<file path="config.mk">
export PLATFORM = sky130hd
export DESIGN_NAME = mac_ctrl_seq
export DESIGN_NICKNAME = d
export VERILOG_FILES = /design/src/rtl/mac_ctrl_pkg.sv /design/src/rtl/mac_ctrl_seq.sv
export SDC_FILE = /design/constraint.sdc
export NUM_CORES = 1
export LEC_CHECK = 0
export BUFFER_PORTS_ARGS = -buffer_cell sky130_fd_sc_hd__buf_2
export CAP_MARGIN = 20
export CORE_MARGIN = 8
export CORE_UTILIZATION = 30
export CTS_CLUSTER_SIZE = 28
export DETAILED_ROUTE_END_ITERATION = 10
export PLACE_DENSITY_LB_ADDON = 0.12
export REMOVE_ABC_BUFFERS = 1
export SLEW_MARGIN = 20
export SYNTH_ARGS = -nofsm -noshare
export SYNTH_HDL_FRONTEND = slang
export SYNTH_SLANG_ARGS = --single-unit
</file>
<file path="constraint.sdc">
create_clock -name clk -period 1.5 [get_ports clk]
set_input_delay 0.375 -clock clk [delete_from_list [all_inputs] [get_ports clk]]
set_output_delay 0.375 -clock clk [all_outputs]
set_load 0.01 [all_outputs]
</file>
<file path="src/rtl/mac_ctrl_pkg.sv">
// Shared types and constants for the MAC sequencer: FSM states, MAC drive bundle,
// PARK drive values and the per-term MAC encoding.
package mac_ctrl_pkg;

    localparam int DATA_W = 8;
    localparam int RES_W  = 17;

    localparam logic MODE_SUMP = 1'b0;
    localparam logic MODE_TRI  = 1'b1;

    typedef enum logic [2:0] {
        ST_IDLE,
        ST_FETCH,
        ST_HOLD1,
        ST_HOLD2,
        ST_CAPTURE,
        ST_DONE
    } state_t;

    typedef struct packed {
        logic [DATA_W-1:0] in_1;
        logic [DATA_W-1:0] in_2;
        logic [DATA_W-1:0] in_add;
        logic              mul_mux;
        logic              add_mux;
    } mac_drive_t;

    localparam logic [DATA_W-1:0] PARK_IN_1    = '0;
    localparam logic [DATA_W-1:0] PARK_IN_2    = '0;
    localparam logic [DATA_W-1:0] PARK_IN_ADD  = '0;
    localparam logic              PARK_MUL_MUX = 1'b0;
    localparam logic              PARK_ADD_MUX = 1'b1;

    // Zero product plus fed-back register: the MAC holds its value.
    localparam mac_drive_t MAC_PARK = '{
        in_1:    PARK_IN_1,
        in_2:    PARK_IN_2,
        in_add:  PARK_IN_ADD,
        mul_mux: PARK_MUL_MUX,
        add_mux: PARK_ADD_MUX
    };

    function automatic mac_drive_t term_drive(
        input logic              mode,
        input logic              first,
        input logic [DATA_W-1:0] a,
        input logic [DATA_W-1:0] b
    );
        mac_drive_t d;
        d = MAC_PARK;
        if (mode == MODE_TRI) begin
            d.in_1    = '0;
            d.in_2    = b;
            d.in_add  = a;
            d.mul_mux = !first;
            d.add_mux = 1'b0;
        end else begin
            d.in_1    = a;
            d.in_2    = b;
            d.in_add  = '0;
            d.mul_mux = 1'b0;
            d.add_mux = !first;
        end
        return d;
    endfunction

endpackage

</file>
<file path="src/rtl/mac_ctrl_seq.sv">
// Job sequencer feeding the MAC one term every 2 cycles and returning its result.
// Optional stall abort enabled by defining MAC_CTRL_TIMEOUT_EN.
module mac_ctrl_seq
    import mac_ctrl_pkg::*;
#(
    parameter int LEN_W   = 4,
    parameter int TIMEOUT = 255
) (
    input  logic              clk,
    input  logic              reset,
    input  logic              start,
    input  logic              cfg_mode,
    input  logic [LEN_W-1:0]  cfg_len,
    input  logic              op_valid,
    output logic              op_ready,
    input  logic [DATA_W-1:0] op_a,
    input  logic [DATA_W-1:0] op_b,
    output logic [DATA_W-1:0] mac_in_1,
    output logic [DATA_W-1:0] mac_in_2,
    output logic [DATA_W-1:0] mac_in_add,
    output logic              mac_mode,
    output logic              mac_mul_input_mux,
    output logic              mac_adder_input_mux,
    input  logic [RES_W-1:0]  mac_result,
    output logic              res_valid,
    input  logic              res_ready,
    output logic [RES_W-1:0]  res_data,
    output logic              res_err,
    output logic              busy
);

    if (TIMEOUT < 1 || LEN_W < 1) begin : g_param_check
        $error("mac_ctrl_seq: TIMEOUT and LEN_W must be at least 1");
    end

    state_t           state;
    mac_drive_t       drv;
    logic [LEN_W-1:0] len_q;
    logic [LEN_W-1:0] cnt_q;
    logic             op_hs;
    logic             stall_hit;
    logic             timed_out;

    assign op_hs = op_valid && op_ready;

    assign mac_in_1            = drv.in_1;
    assign mac_in_2            = drv.in_2;
    assign mac_in_add          = drv.in_add;
    assign mac_mul_input_mux   = drv.mul_mux;
    assign mac_adder_input_mux = drv.add_mux;

`ifdef MAC_CTRL_TIMEOUT_EN
    localparam int STALL_W = $clog2(TIMEOUT + 1);

    logic [STALL_W-1:0] stall_q;

    assign stall_hit = (state == ST_FETCH) && !op_hs && (stall_q == STALL_W'(TIMEOUT - 1));

    // Counts consecutive FETCH cycles without a handshake; any exit clears it.
    always_ff @(posedge clk) begin
        if (reset) begin
            stall_q   <= '0;
            timed_out <= 1'b0;
        end else begin
            if (state == ST_FETCH && !op_hs && !stall_hit) begin
                stall_q <= stall_q + 1'b1;
            end else begin
                stall_q <= '0;
            end
            if (state == ST_IDLE) begin
                timed_out <= 1'b0;
            end else if (stall_hit) begin
                timed_out <= 1'b1;
            end
        end
    end
`else
    assign stall_hit = 1'b0;
    assign timed_out = 1'b0;
`endif

    always_ff @(posedge clk) begin
        if (reset) begin
            state     <= ST_IDLE;
            drv       <= MAC_PARK;
            len_q     <= '0;
            cnt_q     <= '0;
            op_ready  <= 1'b0;
            res_valid <= 1'b0;
            res_err   <= 1'b0;
            res_data  <= '0;
            mac_mode  <= 1'b0;
            busy      <= 1'b0;
        end else begin
            case (state)
                ST_IDLE: begin
                    drv <= MAC_PARK;
                    if (start && cfg_len != '0) begin
                        mac_mode <= cfg_mode;
                        len_q    <= cfg_len;
                        cnt_q    <= '0;
                        busy     <= 1'b1;
                        op_ready <= 1'b1;
                        state    <= ST_FETCH;
                    end
                end
                ST_FETCH: begin
                    if (op_hs) begin
                        drv      <= term_drive(mac_mode, cnt_q == '0, op_a, op_b);
                        cnt_q    <= cnt_q + 1'b1;
                        op_ready <= 1'b0;
                        state    <= ST_HOLD1;
                    end else if (stall_hit) begin
                        op_ready <= 1'b0;
                        state    <= ST_CAPTURE;
                    end
                end
                ST_HOLD1: begin
                    op_ready <= (cnt_q < len_q);
                    state    <= ST_HOLD2;
                end
                // The MAC feedback is valid again here, so the next term may follow at once.
                ST_HOLD2: begin
                    if (op_hs) begin
                        drv      <= term_drive(mac_mode, cnt_q == '0, op_a, op_b);
                        cnt_q    <= cnt_q + 1'b1;
                        op_ready <= 1'b0;
                        state    <= ST_HOLD1;
                    end else begin
                        drv   <= MAC_PARK;
                        state <= (cnt_q < len_q) ? ST_FETCH : ST_CAPTURE;
                    end
                end
                ST_CAPTURE: begin
                    res_data  <= mac_result;
                    res_err   <= timed_out;
                    res_valid <= 1'b1;
                    state     <= ST_DONE;
                end
                ST_DONE: begin
                    if (res_ready) begin
                        res_valid <= 1'b0;
                        res_err   <= 1'b0;
                        busy      <= 1'b0;
                        state     <= ST_IDLE;
                    end
                end
                default: begin
                    drv      <= MAC_PARK;
                    op_ready <= 1'b0;
                    busy     <= 1'b0;
                    state    <= ST_IDLE;
                end
            endcase
        end
    end

endmodule

</file>
* After elaboration in Yosys (flattened, before gate mapping)
Cells that the tools add are included.
** Word-level totals
- Register bits :: 59
- Bits of input ports :: 43
- Output and inout bits :: 48
- Logic and storage cells :: 67
** Cells by class
- Add/subtract/negate cells :: 1
- $lt $le $gt $ge :: 1
- Eq/ne operators :: 9
- Multiplexer cells :: 20
- Bitwise gates (word level) :: 3
- Reductions and logical operators :: 19
** Operators by type and width (number)
- $mux W26 :: 3
- $pmux W26 S3 :: 1
- $pmux W3 S6 :: 1
- $mux W3 :: 5
- $reduce_and A3 Y1 :: 4
- $mux W4 :: 2
- $pmux W4 S2 :: 1
- $eq A3 B2 Y1 const B :: 2
- $eq A3 B3 Y1 const B :: 2
- $ne A2 B2 Y1 const B :: 3
- $reduce_and A2 Y1 :: 3
- $add A4 B1 Y4 const B :: 1
- $logic_not A4 Y1 :: 1
- $lt A4 B4 Y1 :: 1
- $pmux W1 S2 :: 2
- $pmux W1 S4 :: 1
- $reduce_bool A2 Y1 :: 2
- $reduce_bool A4 Y1 :: 1
- $reduce_or A2 Y1 :: 2
- $reduce_or A4 Y1 :: 1
- $eq A3 B1 Y1 const B :: 1
- $logic_not A3 Y1 :: 1
- $mux W1 :: 3
- $not A1 Y1 :: 3
- other kinds (5) :: 6

* Logic depth before layout (Yosys ltp)
Gate-level depths: netlist of the first run.
- Word-level depth :: 5
- Depth in mapped cells :: 7
- Gate-level depth less buffers :: 6

* Least setup slack after synthesis of the first run
No wires, ideal clock.
- Path kind :: register to register
- Start :: reg op_ready
- End :: reg drv (netlist bit mac_in_1[0])
- Setup time :: 0.057 ns
- Data arrival time :: 1.581 ns
- Required time :: 1.443 ns
- Path slack :: -0.138 ns
- Stages on the path, launching flop included :: 6
- Buffers on the path :: 1
- Clock period less this slack :: 1.638 ns
- Path through :: dfxtp_1 -> nand2_2 -> a2111oi_4 -> and3b_1 -> buf_6 -> a22o_2
** On the way
- Longest elaborated chain between the ends :: 3
- Elaborated cells between the ends (all ways) :: 5
** Ends and longest elaborated chain
- from (decl) :: line mac_ctrl_seq.sv:15 : output logic op_ready,
- from (signal assigned) :: line mac_ctrl_seq.sv:119 : op_ready <= (cnt_q < len_q);
- $logic_and A1 B1 Y1 * :: line mac_ctrl_seq.sv:44 : assign op_hs = op_valid && op_ready;
- $mux W26 / $ne A2 B2 Y1 (equally long branches)
- $pmux W26 S3 / $reduce_and A2 Y1 (equally long branches)
- to (signal assigned) :: line mac_ctrl_seq.sv:109 : drv <= term_drive(mac_mode, cnt_q == '0, op_a, op_b);
- to (signal assigned) :: line mac_ctrl_seq.sv:125 : drv <= term_drive(mac_mode, cnt_q == '0, op_a, op_b);
- to (decl) :: line mac_ctrl_seq.sv:37 : mac_drive_t drv;
Every way passes the cells marked *; elsewhere a longest branch is shown, timed or not.
A chain may end at the register's enable or synchronous reset.

* Worst setup path after layout of the first run
- Start :: reg state[2]
- End :: reg drv (netlist bit mac_in_1[1])
** On the way
- Longest elaborated chain between the ends :: 4
- Elaborated cells between the ends (all ways) :: 10
** Ends and longest elaborated chain
- from (decl) :: line mac_ctrl_seq.sv:36 : state_t state;
- from (signal assigned) :: line mac_ctrl_seq.sv:131 : state <= (cnt_q < len_q) ? ST_FETCH : ST_CAPTURE;
- branches (longest 4 deep; another with $pmux W26 S3)
Parallel ways; which one is timed is not known.

==> run_results.csv, run 1 <==
group,metric,value,unit
floorplan,die-area,11000,µm²
global_routing,grt_usage,12.0,%
clock_tree,worstSkewPairLatency,0.33,ns
synthesis,syn_avg_cell_area,8.83,µm²
setup_path,critical_path_class,"flip-flop to flip-flop",
synthesis,synth_top_family_by_area,"simple AND/OR/NAND/NOR gates",
routing,drtAntennaViolNets,0,
floorplan,boundaryPins,91,
setup_path,reg2regPathDepth,4,
global_routing,grt_remaining_overflow,0,
setup_path,worst-endpoint-arrival,1.70,ns
power,p_leak,1.46,nW
power,powerDensity,1030,nW/µm²
routing,wl_per_cell,13.6,µm
timing,fin_crit_sh,95.0,%
synthesis,synth_top_cell_by_area,"dfxtp_1",
synthesis,synth_common_cells,"dfxtp_1 (58), nand2_1 (51), a21oi_1 (29)",
cells_and_area,post-route-util,42.5,%
placed_design,post-dp-hpwl,4.74,mm
synthesis,ys_types,41,
synthesis,synth_edf_count,0,
setup_path,worstPathCellList,"buf_4, a2111oi_4, and3b_2, a22o_2",
global_routing,antenna_found_initial,0,
synthesis,synth_top_area_share,49.2,%
worst_hold_path,worstHoldPathCells,3,
flow_run,drv_cap,0,
timing,drv_slew,0,
timing,finalCriticalPeriod,1.42,ns
clock_tree,cts_tree,"done",
clock_tree,clkTransAtPathRegs,0.07,ns
setup_path,start_kind,"flip-flop",
global_routing,grt_max_degree,19,
synthesis,synthesis.area,2360,µm²
synthesis,yosys.area_share.adder,2.65,%
synthesis,syn_inst,267,
synthesis,ys.flop_type,"dfxtp_1",
floorplan,core,7690,µm²
power,vdd_drop_max,0.000354,V
synthesis,synth.most_common_cell,"dfxtp_1",
synthesis,synthArstFlopShare,0,%
global_routing,grt_pass1_wl,10.7,mm
floorplan,rows,32,
setup_path,reg2reg_slack,0.08,ns
clock_tree,root_buffer,"clkbuf_8",
worst_hold_path,whs_endpoint,"mac_in_2[0]",
setup_path,r2r_end,"mac_in_1[1]",
synthesis,ys_warn_count,0,
status,outcome,"completed",
clock_tree,cts_num_sinks,58,
clock_tree,numCtsBuffers,9,
setup_path,worstSetupEndpointType,"flip-flop",
cells_and_area,layout-drive-gt1-share,38.6,%
global_routing,grt_pass1_vias,2176,
synthesis,yosysSeqAreaShare,49.2,%
cells_and_area,insertedDiodeCount,0,
synthesis,yosys.area_share.simple,21.3,%
floorplan,start_util,30.7,%
setup_path,worst-path-buf-inv,1,
synthesis,synth_area_leaders,"dfxtp_1 (49%), nand2_1 (8.1%), a21oi_1 (6.2%), a22o_2 (3.4%), a22o_1 (3.3%)",
routing,vias_per_cell,4.60,
routing,drt_iter0_drc,112,
clock_tree,htree_num_levels,3,
clock_tree,cts_buffer_depth,2,
synthesis,ys_ff_latch,58,
timing,hold_violations,0,
setup_path,path_max_fanout,18,
setup_path,critical_path.max_stage_delay,0.36,ns
setup_path,critPathSlowestCell,"a2111oi_4",
timing,max_freq,702,MHz
timing,grt_setup_unrepaired,"no",
timing,setup_viol_count_final,0,
routing,dr.pass1.iters,4,
routing,totalWireLength,6.55,mm
timing,fin_skew,0.00804,ns
worst_hold_path,hold_start,"op_b[0]",
setup_path,cpLargestDelayFamily,"compound AO/OA/AOI/OAI gates",
setup_path,required,1.77,ns
routing,drc_errors,0,
synthesis,synth_xor_area_share,0.743,%
synthesis,synth_compound_area_share,20.9,%
placed_design,place.gp.congestion,0.758,
worst_hold_path,hp-class,"input pin to flip-flop",
timing,hold_ws,0.255,ns
floorplan,dieWidth,105,µm
placed_design,port_buffers,89,
synthesis,synth_mux_area_share,0,%
cells_and_area,area_delta_synth_final,38.4,%
floorplan,fp.dieH,105,µm
routing,via_count,2210,
setup_path,r2r-start,"state[2]",
cells_and_area,layout.nets,422,
[state kept, by name, indices dropped and copies added, names as in the netlist]
register	count
res_valid	1
res_data	17
mac_in_2	8
op_ready	1
mac_adder_input_mux	1
state	3
mac_mul_input_mux	1
cnt_q	4
mac_mode	1
len_q	4
mac_in_1	8
mac_in_add	8
busy	1
[worst max path at each step]
stage             start     endpoint  cells after the start
2_1_floorplan  op_ready  mac_in_1[0]                      4
3_3_place_gp   op_valid  mac_in_1[6]                      5
3_5_place_dp   op_valid  mac_in_1[1]                      5
4_1_cts        state[2]  mac_in_1[1]                      4
5_1_grt        state[0]     op_ready                      4
6_report       state[2]  mac_in_1[1]                      4
[worst register-to-register path: cells and delay by family (launching register included)]
kind                   cells  cell delay (ns)
AO/OA/AOI/OAI              2             0.52
flip-flops                 1             0.30
buffers and inverters      1             0.20
AND/OR/NAND/NOR            1             0.35
[final cells by class]
cell class	instances	area, µm²
Clock buffer	12	145
Clock inverter	3	40.0
Fill cell	825	4420
Inverter	6	22.5
Multi-Input combinational cell	184	1100
Sequential cell	58	1160
Tap cell	102	128
Timing Repair Buffer	115	666
[cells by family after synthesis]
kind of cell    after synthesis
fa+ha+maj                     5
compound gates               72
xor+xnor                      2
simple gates                104
other cells                   1
flops                        58
buf+inv                      25
[placed cells by master (no fill, tap or decap), types with 3 or more instances in the layout]
| cell | n |
|---|---|
| a21oi_1 | 29 |
| a22o_1 | 9 |
| a22o_2 | 8 |
| a31oi_1 | 3 |
| buf_2 | 89 |
| buf_4 | 24 |
| clkbuf_8 | 10 |
| dfxtp_1 | 58 |
| ha_1 | 5 |
| inv_1 | 6 |
| nand2_1 | 51 |
| nand2b_1 | 11 |
| nand3_1 | 10 |
| nor2_1 | 9 |
| nor3_1 | 6 |
| o21ai_0 | 12 |
[power breakdown]
part	internal, W	switching [W]	leakage, nW
registers	0.00158	0.0000250	0.470
clock network	0.000799	0.000595	0.0962
logic	0.000174	0.000195	0.893
[metrics by stage]
| step | setup slack [ns] | power, W | cell area [µm²] | cells | TNS, ns |
|---|---|---|---|---|---|
| after floorplan | -0.936 | 0.00179 | 2260 | 248 | -20.73 |
| after global placement | -0.184 | 0.00200 | 3040 | 464 | -3.15 |
| after detailed placement | -0.194 | 0.00200 | 3040 | 464 | -3.58 |
| after CTS | 0.00552 | 0.00342 | 3230 | 479 | 0 |
| after global routing | 0.0145 | 0.00354 | 3260 | 480 | 0 |
| final | 0.0752 | 0.00337 | 3260 | 480 | 0 |
[what timing repair did]
item	in CTS	in global routing
hold buffers	0	0
endpoints found under the setup margin	17	15
endpoints found under the hold margin	0	0
setup buffers	0	1
pin swaps	1	2
gates resized for setup	2	4
[metal layers]
metal / part of all wire [%] / GRT usage (%)
met1: 47 / 13.9
met4: 1.7 / 5.81
met2: 45 / 18.9
met3: 6.5 / 4.98
met5: 0 / 0
Note: power is estimated with default switching activity, not from simulation.
==> run 2, diff against run 1 <==
Settings changed: MAX_ROUTING_LAYER set to met4.
==> run 2 against run 1 <==
Non-clock buffer count unchanged. Sequential cell count unchanged. Via count unchanged. Fmax about the same. Largest cell class unchanged. Clock power about the same. Die area unchanged. Hold slack improved by 0.0017 ns. Cell area unchanged. Largest power group unchanged. Setup slack about the same. Highest routed layer unchanged. Count of clock-buffer cells in the layout unchanged. First-iteration DRC count decreased by 21%.
==> run_results.csv, run 2 (synthesis gave the netlist of run 1 again) <==
group,metric,value,unit
status,outcome,"completed",
cells_and_area,layout-drive-gt1-share,38.6,%
timing,setup_viol_count_final,0,
worst_hold_path,hp-class,"input pin to flip-flop",
power,total_power,0.00337,W
routing,wl_per_cell,13.6,µm
clock_tree,clkTransAtPathRegs,0.06,ns
setup_path,path_max_fanout,18,
routing,drt_iter0_drc,89,
routing,via_count,2210,
routing,dr.pass1.iters,4,
placed_design,numPlacedInstances,464,
routing,drtAntennaViolNets,0,
global_routing,grt_pass1_wl,10.8,mm
clock_tree,worstSkewPairLatency,0.33,ns
timing,hold_violations,0,
setup_path,required,1.77,ns
setup_path,worstSetupEndpointType,"flip-flop",
cells_and_area,area_delta_synth_final,38.4,%
cells_and_area,insertedDiodeCount,0,
routing,totalWireLength,6.53,mm
clock_tree,cts_tree,"done",
global_routing,antenna_found_initial,0,
timing,drv_slew,0,
cells_and_area,largest_register_ffs,17,
floorplan,boundaryPins,91,
clock_tree,cts_buffer_depth,2,
cells_and_area,layout.cells.most_common_list,"buf_2 (89), dfxtp_1 (58), nand2_1 (51)",
floorplan,fp.dieH,105,µm
global_routing,grt_remaining_overflow,0,
timing,fin_crit_sh,95.0,%
global_routing,grt_max_degree,19,
floorplan,rows,32,
routing,vias_per_cell,4.60,
timing,grt_setup_unrepaired,"no",
global_routing,grt_usage,12.4,%
clock_tree,htree_num_levels,3,
floorplan,start_util,30.7,%
floorplan,core,7690,µm²
floorplan,dieWidth,105,µm
cells_and_area,regMostFlops,"res_data",
timing,max_freq,702,MHz
power,vdd_drop_max,0.000353,V
flow_run,drv_cap,0,
placed_design,place.gp.congestion,0.767,
clock_tree,root_buffer,"clkbuf_8",
cells_and_area,fin_cells,480,
routing,drc_errors,0,
setup_path,start_kind,"flip-flop",
setup_path,worst-endpoint-arrival,1.70,ns
timing,fin_skew,0.00784,ns
cells_and_area,layout.nets,422,
cells_and_area,post-route-util,42.5,%
setup_path,critical_path_class,"flip-flop to flip-flop",
floorplan,die-area,11000,µm²
clock_tree,numCtsBuffers,9,
power,p_leak,1.46,nW
cells_and_area,final_common_cell,"buf_2",
power,powerDensity,1030,nW/µm²
clock_tree,cts_num_sinks,58,
timing,finalCriticalPeriod,1.42,ns
global_routing,grt_pass1_vias,2166,
placed_design,port_buffers,89,
placed_design,post-dp-hpwl,4.74,mm
## run 2: cell counts in the layout (fill, tap and decap cells not counted)
No cell type changed its count.
## run 2: critical path, stage by stage (launching register included)
cell	delay, ns
dfxtp_1	0.30
buf_4	0.20
a2111oi_4	0.35
and3b_2	0.35
a22o_2	0.16
## run 2: repair_timing
item,in CTS,in global routing
gates cloned,0,0
pin swaps,1,2
hold buffers,0,0
setup buffers,0,1
setup endpoints to repair,17,15
gates resized for setup,2,4
## run 2: per-stage QoR
step / area, µm² / hold slack, ns / worst slack [ns] / setup TNS [ns]
floorplan: 2260 / 0.430 / -0.936 / -20.73
global placement: 3040 / 0.439 / -0.184 / -3.15
detailed placement: 3040 / 0.443 / -0.194 / -3.58
CTS: 3230 / 0.240 / 0.00552 / 0
global route: 3260 / 0.261 / 0.0146 / 0
finish: 3260 / 0.257 / 0.0756 / 0
## run 2: path summary, 6_finish.rpt
check | cells past startpoint | from | to | slack, ns
worst max-delay path | 4 | state[2] | mac_in_1[1] | 0.08
worst min-delay path | 3 | op_b[0] | mac_in_2[0] | 0.26
worst max register to register | 4 | state[2] | mac_in_1[1] | 0.08
worst min register to register | 2 | res_data[0] | res_data[0] | 0.45
## run 2: metal layers
metal  GRT usage [%]  vias up  share of wire (%)
li1                -     1138                  -
met1            14.2     1014                 47
met2            18.8       50                 45
met3            4.55        8                6.3
met4            5.81        0                1.7
met5               -        -                  0
## run 2: power by group
| group | internal [W] | switching (W) | total [W] | leakage (nW) |
|---|---|---|---|---|
| registers | 0.00158 | 0.0000250 | 0.00161 | 0.470 |
| logic | 0.000174 | 0.000194 | 0.000368 | 0.893 |
| clock network | 0.000799 | 0.000595 | 0.00139 | 0.0962 |
## run 2: layout make-up
type	instances	area, µm²
repair buffers	115	666
inverters	6	22.5
fillers	825	4420
well taps	102	128
flip-flops and latches	58	1160
multi-input cells	184	1100
clock buffers	12	145
clock inverters	3	40.0
==> run 3, diff against run 2 <==
Settings changed: PLACE_DENSITY set to 0.6, PLACE_DENSITY_LB_ADDON 0.12 to not set, SKIP_LAST_GASP set to 1.
==> run 3 against run 2 <==
Combinational power fell by 3%. Routed wire length fell by 2.4%. Cell count down 0.63%. Fmax is 1.5% lower. Register-to-register slack got worse by 0.02 ns. Non-clock buffer count down 2. Die area unchanged. Utilization down 0.18 points. Via count shrank 0.68%. Critical path depth did not move. Setup slack got worse by 0.022 ns. Global-route usage down 0.22 points.
==> run_results.csv, run 3 (synthesis gave the netlist of run 1 again) <==
group,metric,value,unit
power,p_leak,1.45,nW
floorplan,dieWidth,105,µm
routing,dr.pass1.iters,4,
setup_path,required,1.77,ns
clock_tree,cts_num_sinks,58,
routing,drtAntennaViolNets,0,
clock_tree,postCtsHoldBufs,0,
clock_tree,numCtsBuffers,9,
routing,totalWireLength,6.37,mm
global_routing,grt_pass1_vias,2292,
global_routing,grt_max_degree,38,
power,powerDensity,1010,nW/µm²
setup_path,critical_path_class,"flip-flop to flip-flop",
timing,max_freq,692,MHz
floorplan,fp.dieH,105,µm
floorplan,boundaryPins,91,
setup_path,worst-path-buf-inv,1,
setup_path,worst-endpoint-arrival,1.72,ns
cells_and_area,layout-drive-gt1-share,39.7,%
placed_design,post-dp-hpwl,4.83,mm
timing,hold_ws,0.263,ns
power,vdd_drop_max,0.000417,V
cells_and_area,regMostFlops,"res_data",
global_routing,antenna_found_initial,0,
routing,wl_per_cell,13.4,µm
timing,fin_skew,0.00529,ns
timing,finalCriticalPeriod,1.45,ns
floorplan,start_util,30.7,%
cells_and_area,layout.nets,420,
timing,tns,0,ns
timing,grt_setup_unrepaired,"no",
floorplan,rows,32,
placed_design,port_buffers,89,
floorplan,die-area,11000,µm²
placed_design,place.gp.congestion,0.816,
routing,drt_iter0_drc,72,
clock_tree,worstSkewPairLatency,0.32,ns
global_routing,grt_remaining_overflow,0,
timing,setup_viol_count_final,0,
timing,fin_crit_sh,96.4,%
setup_path,worstSetupEndpointType,"flip-flop",
cells_and_area,final_common_cell,"buf_2",
routing,via_count,2195,
setup_path,start_kind,"flip-flop",
status,outcome,"completed",
clock_tree,root_buffer,"clkbuf_8",
cells_and_area,largest_register_ffs,17,
cells_and_area,insertedDiodeCount,0,
floorplan,core,7690,µm²
clock_tree,clkTransAtPathRegs,0.07,ns
cells_and_area,area_delta_synth_final,37.8,%
cells_and_area,layout.cells.most_common_list,"buf_2 (89), dfxtp_1 (56), nand2_1 (51)",
setup_path,path_max_fanout,7,
worst_hold_path,hp-class,"input pin to flip-flop",
setup_path,critPathSlowestCell,"or4b_2",
routing,vias_per_cell,4.60,
routing,drc_errors,0,
global_routing,grt_usage,12.1,%
clock_tree,cts_tree,"done",
timing,hold_violations,0,
global_routing,grt_pass1_wl,10.8,mm
clock_tree,htree_num_levels,3,
flow_run,drv_cap,0,
setup_path,cpLargestDelayFamily,"simple AND/OR/NAND/NOR gates",
setup_path,critical_path.max_stage_delay,0.68,ns
clock_tree,cts_buffer_depth,2,
timing,drv_slew,0,
setup_path,worstPathCellList,"buf_4, or4b_2, a21oi_2, or3_1",
-- run 3: cell types whose count changed in the layout (fill, tap and decap cells not counted), sizes merged --
cell | before | now
buf | 115 | 113
bufinv | 1 | 0
clkinv | 2 | 1
clkinvlp | 0 | 1
-- run 3: worst paths after layout --
check                end   startpoint  slack, ns  cells past startpoint
min reg2reg  res_data[2]  res_data[2]       0.45                      2
min          mac_in_2[0]      op_b[0]       0.26                      3
max reg2reg     op_ready     state[0]       0.05                      4
max             op_ready     state[0]       0.05                      4
-- run 3: power breakdown --
group	internal (W)	switching, W	total [W]
sequential	0.00158	0.0000258	0.00161
combinational	0.000166	0.000190	0.000356
clock	0.000714	0.000591	0.00130
-- run 3: metal layers --
layer  global-route usage, %  part of all wire [%]  vias to the layer above
met1                    13.9                    47                      999
met4                    3.26                  0.50                        0
met3                    4.79                   6.2                        6
met5                       -                     0                        -
li1                        -                     -                     1132
met2                    19.4                    46                       58
-- run 3: through the flow --
stage	util, %	cells	power [W]	cell area, µm²	setup WS (ns)
2_1_floorplan	-	248	0.00179	2260	-0.936
3_3_place_gp	39.2	462	0.00198	3010	-0.141
3_5_place_dp	39.2	462	0.00198	3010	-0.176
4_1_cts	41.6	476	0.00331	3200	0.00992
5_1_grt	42.3	477	0.00345	3250	0.00490
6_report	42.3	477	0.00327	3250	0.0539
-- run 3: cell type report --
| cell class | instances | area, µm² |
|---|---|---|
| clock buffer | 12 | 165 |
| clock inverter | 2 | 12.5 |
| fill | 829 | 4440 |
| inverter | 6 | 22.5 |
| multi-input combinational | 184 | 1120 |
| sequential | 58 | 1160 |
| tap | 102 | 128 |
| timing repair buffer | 113 | 638 |
-- run 3: timing repair --
action	in CTS	in global routing
pin swaps	0	6
setup endpoints to repair	17	28
resized for setup	2	9
setup buffers	0	1
-- run 3: tightest hold or removal path, cell delays in order --
cell and delay, ns:
buf_2 0.07, nand3_1 0.05, o21ai_0 0.06
